File: src/rtl/waveform_gen_pkg.sv
// waveform_gen_pkg: shared types and constants for the waveform generator
// and its downstream measurement stage (wave_meter).
//   LUT_WIDTH     : generator sample width (signed)
//   PER_WIDTH     : meter period counter width
//   meter_state_t : wave_meter direction tracker state
package waveform_gen_pkg;

  localparam int LUT_WIDTH = 12;
  localparam int PER_WIDTH = 24;

  typedef enum logic [1:0] {
    IDLE,
    RISING,
    FALLING
  } meter_state_t;

endpackage

File: src/rtl/sat_counter.sv
// sat_counter: free-running up counter that sticks at all-ones.
//   clk, rst  : clock, synchronous active-high reset (count -> 0)
//   load      : load load_val this cycle (wins over increment)
//   load_val  : value loaded on load
//   count     : current count
//   sat       : count is all-ones
module sat_counter #(
  parameter int WIDTH = 24
) (
  input  logic             clk,
  input  logic             rst,
  input  logic             load,
  input  logic [WIDTH-1:0] load_val,
  output logic [WIDTH-1:0] count,
  output logic             sat
);

  assign sat = &count;

  always_ff @(posedge clk) begin
    if (rst)       count <= '0;
    else if (load) count <= load_val;
    else if (!sat) count <= count + 1'b1;
  end

endmodule

File: src/rtl/wave_meter.sv
// wave_meter: measures period (peak to peak, in clocks) and the max/min
// sample over that period of a signed sample stream.
//   clk, rst        : clock, synchronous active-high reset
//   sample_i        : signed sample, taken when sample_valid_i
//   sample_valid_i  : sample qualifier
//   clear_i         : synchronous restart, same effect as rst
//   period_o        : cycles between the last two peaks
//   max_o / min_o   : sample extremes over the last measured period
//   meas_valid_o    : one-cycle pulse when period_o/max_o/min_o update
//   overflow_o      : sticky, the period counter saturated while armed
module wave_meter
  import waveform_gen_pkg::*;
#(
  parameter int DATA_WIDTH = waveform_gen_pkg::LUT_WIDTH,
  parameter int PER_WIDTH  = waveform_gen_pkg::PER_WIDTH,
  parameter int HYST       = 0
) (
  input  logic                         clk,
  input  logic                         rst,
  input  logic signed [DATA_WIDTH-1:0] sample_i,
  input  logic                         sample_valid_i,
  input  logic                         clear_i,
  output logic        [PER_WIDTH-1:0]  period_o,
  output logic signed [DATA_WIDTH-1:0] max_o,
  output logic signed [DATA_WIDTH-1:0] min_o,
  output logic                         meas_valid_o,
  output logic                         overflow_o
);

  // Differences of two full-scale samples fit in DATA_WIDTH+1 bits; one more
  // bit keeps the hysteresis constant itself representable as a positive value.
  localparam int CW = DATA_WIDTH + 2;
  localparam logic signed [CW-1:0] HYST_X = CW'(HYST);

  meter_state_t                 state;
  logic signed [DATA_WIDTH-1:0] ext;
  logic signed [DATA_WIDTH-1:0] rmax, rmin;
  logic                         have_ext;
  logic                         have_peak;

  logic signed [CW-1:0]         s_x, ext_x, up, dn;
  logic                         clr, peak;
  logic [PER_WIDTH-1:0]         cnt;
  logic                         cnt_sat;

  assign clr   = rst | clear_i;
  assign s_x   = {{2{sample_i[DATA_WIDTH-1]}}, sample_i};
  assign ext_x = {{2{ext[DATA_WIDTH-1]}}, ext};
  assign up    = s_x - ext_x;
  assign dn    = ext_x - s_x;

  // Peak: first valid sample more than HYST below the tracked maximum.
  assign peak = sample_valid_i && (state == RISING) && (dn > HYST_X);

  // Cleared together with everything else, so a clear coincident with a
  // peak leaves cnt at 0 rather than loading 1.
  sat_counter #(.WIDTH(PER_WIDTH)) u_cnt (
    .clk      (clk),
    .rst      (clr),
    .load     (peak),
    .load_val (PER_WIDTH'(1)),
    .count    (cnt),
    .sat      (cnt_sat)
  );

  always_ff @(posedge clk) begin
    if (clr) begin
      state        <= IDLE;
      ext          <= '0;
      rmax         <= '0;
      rmin         <= '0;
      have_ext     <= 1'b0;
      have_peak    <= 1'b0;
      period_o     <= '0;
      max_o        <= '0;
      min_o        <= '0;
      meas_valid_o <= 1'b0;
      overflow_o   <= 1'b0;
    end else begin
      meas_valid_o <= 1'b0;
      if (cnt_sat && have_peak) overflow_o <= 1'b1;

      if (sample_valid_i) begin
        if (sample_i > rmax) rmax <= sample_i;
        if (sample_i < rmin) rmin <= sample_i;

        case (state)
          IDLE: begin
            if (!have_ext) begin
              ext      <= sample_i;
              have_ext <= 1'b1;
            end else if (up > HYST_X) begin
              state <= RISING;
              ext   <= sample_i;
            end else if (dn > HYST_X) begin
              state <= FALLING;
              ext   <= sample_i;
            end
          end

          RISING: begin
            if (peak) begin
              state     <= FALLING;
              ext       <= sample_i;
              have_peak <= 1'b1;
              // Restart the extremes from the detecting sample; it overrides
              // the running update above.
              rmax      <= sample_i;
              rmin      <= sample_i;
              if (have_peak) begin
                period_o     <= cnt;
                max_o        <= rmax;
                min_o        <= rmin;
                meas_valid_o <= 1'b1;
              end
            end else if (sample_i > ext) begin
              ext <= sample_i;
            end
          end

          FALLING: begin
            if (up > HYST_X) begin
              state <= RISING;
              ext   <= sample_i;
            end else if (sample_i < ext) begin
              ext <= sample_i;
            end
          end

          default: state <= IDLE;
        endcase
      end
    end
  end

endmodule

File: config.mk
export PLATFORM = sky130hd
export DESIGN_NAME = wave_meter
export DESIGN_NICKNAME = d
export VERILOG_FILES = /design/src/rtl/waveform_gen_pkg.sv /design/src/rtl/sat_counter.sv /design/src/rtl/wave_meter.sv
export SDC_FILE = /design/constraint.sdc
export NUM_CORES = 1
export LEC_CHECK = 0
export CORE_MARGIN = 1
export CORE_UTILIZATION = 55
export CTS_CLUSTER_DIAMETER = 60
export CTS_CLUSTER_SIZE = 28
export DETAILED_ROUTE_END_ITERATION = 8
export HOLD_SLACK_MARGIN = 0.06
export PLACE_DENSITY = 0.85
export REMOVE_ABC_BUFFERS = 1
export SETUP_SLACK_MARGIN = 0.2
export SLEW_MARGIN = 15
export SYNTH_ARGS = -nofsm -noshare
export SYNTH_HDL_FRONTEND = slang
export SYNTH_HIERARCHICAL = 1
export SYNTH_SLANG_ARGS = --single-unit
File: constraint.sdc
create_clock -name clk -period 4.15 [get_ports clk]
set_input_delay 0.6225 -clock clk [delete_from_list [all_inputs] [get_ports clk]]
set_output_delay 0.6225 -clock clk [all_outputs]
set_load 0.05 [all_outputs]
==> metrics.log, run 1 <==
[metrics] unrepaired setup endpoints after global routing: no
[metrics] total power after layout: 2.922 mW
[metrics] most area-hungry cell type in the Yosys netlist: sky130_fd_sc_hd__dfxtp_1
[metrics] clock insertion delay at the later pin of the skew report: approximately 0.41 ns
[metrics] area added between synthesis and finish: 24.23%
[metrics] Wirelength per Cell: approximately 16 µm
[metrics] Vias: between 6000 and 7000
[metrics] kind of start point of the critical path: input port
[metrics] max-slew violation count: 0
[metrics] buffer type at the clock tree root: sky130_fd_sc_hd__clkbuf_16
[metrics] max-slew headroom at the worst pin: 0.4571
[metrics] total routing usage reported by global routing: 0.2828
[metrics] vias in the first global route: 5803
[metrics] number of antenna violations at the first check in global routing: 0
[metrics] Least-Margin Pin Slew: about 0.8 ns
[metrics] number of enable flip-flop cells after synthesis: 0
[metrics] row count: 39
[metrics] share of the core filled with cells in the final layout: 0.7123
[metrics] Port Buffers: 65
[metrics] portion of the clock cycle consumed by the worst path in the final layout: 0.8756
[metrics] HP Class: flip-flop to flip-flop
[metrics] Floorplan Core Area: between 0.01 and 0.015 mm²
[metrics] Fmax: 275.2 MHz
[metrics] vertical die dimension: 111.8 µm
[metrics] end of the worst hold path: max_o[10]
[metrics] Distinct cells, synth: just under 70
[metrics] Top FF cell, synth: sky130_fd_sc_hd__dfxtp_1
[metrics] ranking of synthesized cells by area: sky130_fd_sc_hd__dfxtp_1 34%, sky130_fd_sc_hd__ha_1 9.2%, sky130_fd_sc_hd__nand3_1 5.8%
[metrics] Final setup viols: 0
[metrics] commonest non-fill, non-tap cells in the layout: 114 x sky130_fd_sc_hd__dfxtp_1, 86 x sky130_fd_sc_hd__nand2_1, 77 x sky130_fd_sc_hd__nand3_1
[metrics] largest net degree at the start of global routing: 60
[metrics] clk sinks: 114
[metrics] Worst Slack Setup Final: 0.5161 ns
[metrics] total clock buffers created by CTS: 17
[metrics] CTS H-tree depth: 4
[metrics] Ys Warns: 6
[metrics] I/O pin cnt: 66
[metrics] Critical Path Most Common Cell: sky130_fd_sc_hd__inv_1
[metrics] count of inserted antenna diode cells: 0
[metrics] worst-case reg-to-reg path depth: 12
[metrics] max capacitance violation total: 0
[metrics] Power Dens Cells: 354.7 mW/mm²
[metrics] result of the run: finished, violations left
[metrics] first-pass iteration count of the detailed router: 7
[metrics] share of synthesized registers carrying an async set or reset: 0
[metrics] clk buf depth: 2
[metrics] number of nets in the finished design: 959
[metrics] adder and majority cell fraction of the synthesized area: 0.09547
[metrics] Critical Path Slowest Stage Cell: sky130_fd_sc_hd__clkdlybuf4s50_1
[metrics] DIE AREA: 0.01250 mm²
[metrics] met3 Usage GRT: 0.05661
[metrics] wire length reported by the detailed router: 17160 µm
[metrics] fraction of met1 tracks used by global routing: 0.3868
[metrics] buffers inserted during post-CTS setup optimization: 0
[metrics] combinational family with the most area after synthesis: compound AO/OA/AOI/OAI gates
[metrics] first-pass GRT wire length: 28450 µm
[metrics] final critical path time including I/O delays and setup: 3.634 ns
[metrics] clock slew at the register clock pins of the worst setup and hold paths: 0.05 ns
[metrics] area share of xor/xnor cells in the synthesized design: 0.03170
[metrics] maximum clock skew at final layout: 0.006833 ns
[metrics] vias per inst: 6.037
[metrics] antenna-violating nets left: 0
[metrics] cell area after synthesis: 0.006631 mm²
[metrics] violations in the final reports: DRC
[metrics] launch instance of the worst min-delay path: max_o[10]
[metrics] most common library cell in the layout ignoring fill and taps: sky130_fd_sc_hd__dfxtp_1
[metrics] drt drc: 9
[metrics] multiplexer fraction of the synthesized cell area: 0.03925
[metrics] Seq cells post-synth: about 110
[metrics] simple logic cell fraction of the synthesized area: 0.1981
[metrics] overflow left after global routing: 0
[metrics] maximum vdd ir drop: between 200 and 300 µV
[metrics] number of instances on the worst hold path: 2
[metrics] CP arrival: 3.97 ns
[metrics] Max stage delay on crit path: 0.49 ns
[metrics] final hold violations: 0
[metrics] HPWL after DPL: about 12000 µm
[metrics] met2 usage: 0.4431
[metrics] worst r2r src: ext[7]
[metrics] cell leakage power: approximately 3.1 nW
[metrics] Seq/Total Area, Yosys: 0.3442
[metrics] terminus of the critical flop-to-flop path: ext[3]
[metrics] critical path class: input port to flip-flop
[metrics] Post-Place Setup Slack: 0.05963 ns
[metrics] Die Wd: around 110 µm
[metrics] gate count of the mapped netlist: 803
[metrics] mean instance size in the synthesized netlist: 8.258 µm²
[metrics] crit-path max FO: 12
[metrics] global placement routability congestion: 0.9479
[metrics] layer with the highest usage: met2
[metrics] Synth Area in Compound Gates: 0.2162
[metrics] CP cell instances: clkdlybuf4s50_1 -> inv_1 -> ha_1 -> inv_1 -> fa_1 -> a211o_1 -> nand2_1 -> o311ai_2 -> xnor2_1 -> nand4_1 -> nor4_2 -> a221oi_2 -> o311ai_4 -> buf_12 -> mux2i_1
[metrics] area share of the largest cell type after synthesis: 0.3442
[metrics] setup slack of the most critical reg-to-reg path: between 0.8 and 0.9 ns
[metrics] CP required: 4.49 ns
[metrics] CTS tree: built
[metrics] Starting DRT DRC Count: roughly 630
[metrics] Initial Util: 0.5734
[metrics] share of final-layout standard cells stronger than drive strength 1: 0.09603
[metrics] type of destination of the critical path: flip-flop
## flip-flops by register name, summed over array words and instances, names as in the netlist, 2 cells and up
register / count
u_cnt/count: 24
ext: 12
period_o: 24
rmax: 12
min_o: 12
rmin: 12
max_o: 12
state: 2
## cell usage after synthesis (8+ instances only)
cell	n
sky130_fd_sc_hd__dfxtp_1	114
sky130_fd_sc_hd__nand2_1	86
sky130_fd_sc_hd__nand3_1	77
sky130_fd_sc_hd__inv_1	66
sky130_fd_sc_hd__o21ai_0	50
sky130_fd_sc_hd__ha_1	49
sky130_fd_sc_hd__nor2_1	36
sky130_fd_sc_hd__clkbuf_1	28
sky130_fd_sc_hd__mux2i_1	26
sky130_fd_sc_hd__o31ai_1	26
sky130_fd_sc_hd__a21oi_1	23
sky130_fd_sc_hd__a21o_1	15
sky130_fd_sc_hd__a311oi_1	13
sky130_fd_sc_hd__nand4_1	13
sky130_fd_sc_hd__xnor2_1	13
sky130_fd_sc_hd__xor2_1	11
sky130_fd_sc_hd__nor4_1	10
sky130_fd_sc_hd__nor2b_1	9
sky130_fd_sc_hd__buf_1	8
sky130_fd_sc_hd__buf_2	8
## critical path, delay by kind of cell
kind                     cells  cell delay, ns
AO/OA/AOI/OAI                4            0.90
adder cells (fa/ha/maj)      2            0.59
multiplexers                 1            0.21
buffers and inverters        4            0.90
XOR/XNOR                     1            0.18
AND/OR/NAND/NOR              3            0.55
## per-layer routing
metal | routed length (µm) | vias up
met4 | 337 | 0
met3 | 1237 | 35
met2 | 7754 | 306
met5 | 0 | -
li1 | - | 3051
met1 | 7832 | 2941
## cell families (layout without fill, tap and decap cells)
| logic type | count (synthesis) | in the layout |
|---|---|---|
| other | 2 | 24 |
| buffers and inverters | 119 | 200 |
| DFF | 114 | 114 |
| muxes | 26 | 26 |
| xor gates and xnor gates | 24 | 24 |
| adders and majority gates | 50 | 50 |
| AOI/OAI and AO/OA | 200 | 200 |
| and+or+nand+nor | 268 | 268 |
## power by group
group / switching (mW) / internal (mW)
logic: 0.207 / 0.143
clock network: 0.517 / 0.938
registers: 0.00993 / 1.11
## worst max-delay path by stage
| stage | from | cells after the start | end |
|---|---|---|---|
| floorplan | rst | 4 | u_cnt/count[18] |
| global placement | sample_i[0] | 15 | ext[9] |
| detailed placement | sample_i[0] | 15 | ext[0] |
| CTS | sample_i[0] | 15 | ext[3] |
| global route | sample_i[0] | 15 | ext[0] |
| finish | sample_i[0] | 15 | ext[3] |
## area by class of cell
type                            instances  area, µm²
Inverter                               68      255.2
Timing Repair Buffer                  100      963.4
Multi-Input combinational cell        592       3964
Clock inverter                         14      165.2
Sequential cell                       114       2282
Fill cell                             868       3327
Clock buffer                           18      429.2
Tap cell                              143      178.9
## stage by stage
| step | instances | setup TNS (ns) | area, µm² | hold slack, ns |
|---|---|---|---|---|
| floorplan | 774 | -162.11 | 6479 | 0.4519 |
| CTS | 1049 | 0 | 8232 | 0.4671 |
| global route | 1049 | 0 | 8238 | 0.4867 |
| global placement | 1017 | 0 | 7637 | 0.4551 |
| detailed placement | 1017 | 0 | 7637 | 0.4598 |
| finish | 1049 | 0 | 8238 | 0.4640 |
## timing repair
| action | CTS | global route |
|---|---|---|
| gates resized for setup | 0 | 1 |
| endpoints found under the setup margin | 0 | 2 |
| hold buffers | 0 | 0 |
Note: power is estimated with default switching activity, not from simulation.
==> run 2, diff against run 1 <==
- HOLD_SLACK_MARGIN: 0.06 -> not set
- SLEW_MARGIN: 15 -> 20
==> results of run 2 <==
No change in the layout: final DEF, timing and power equal those of run 1.
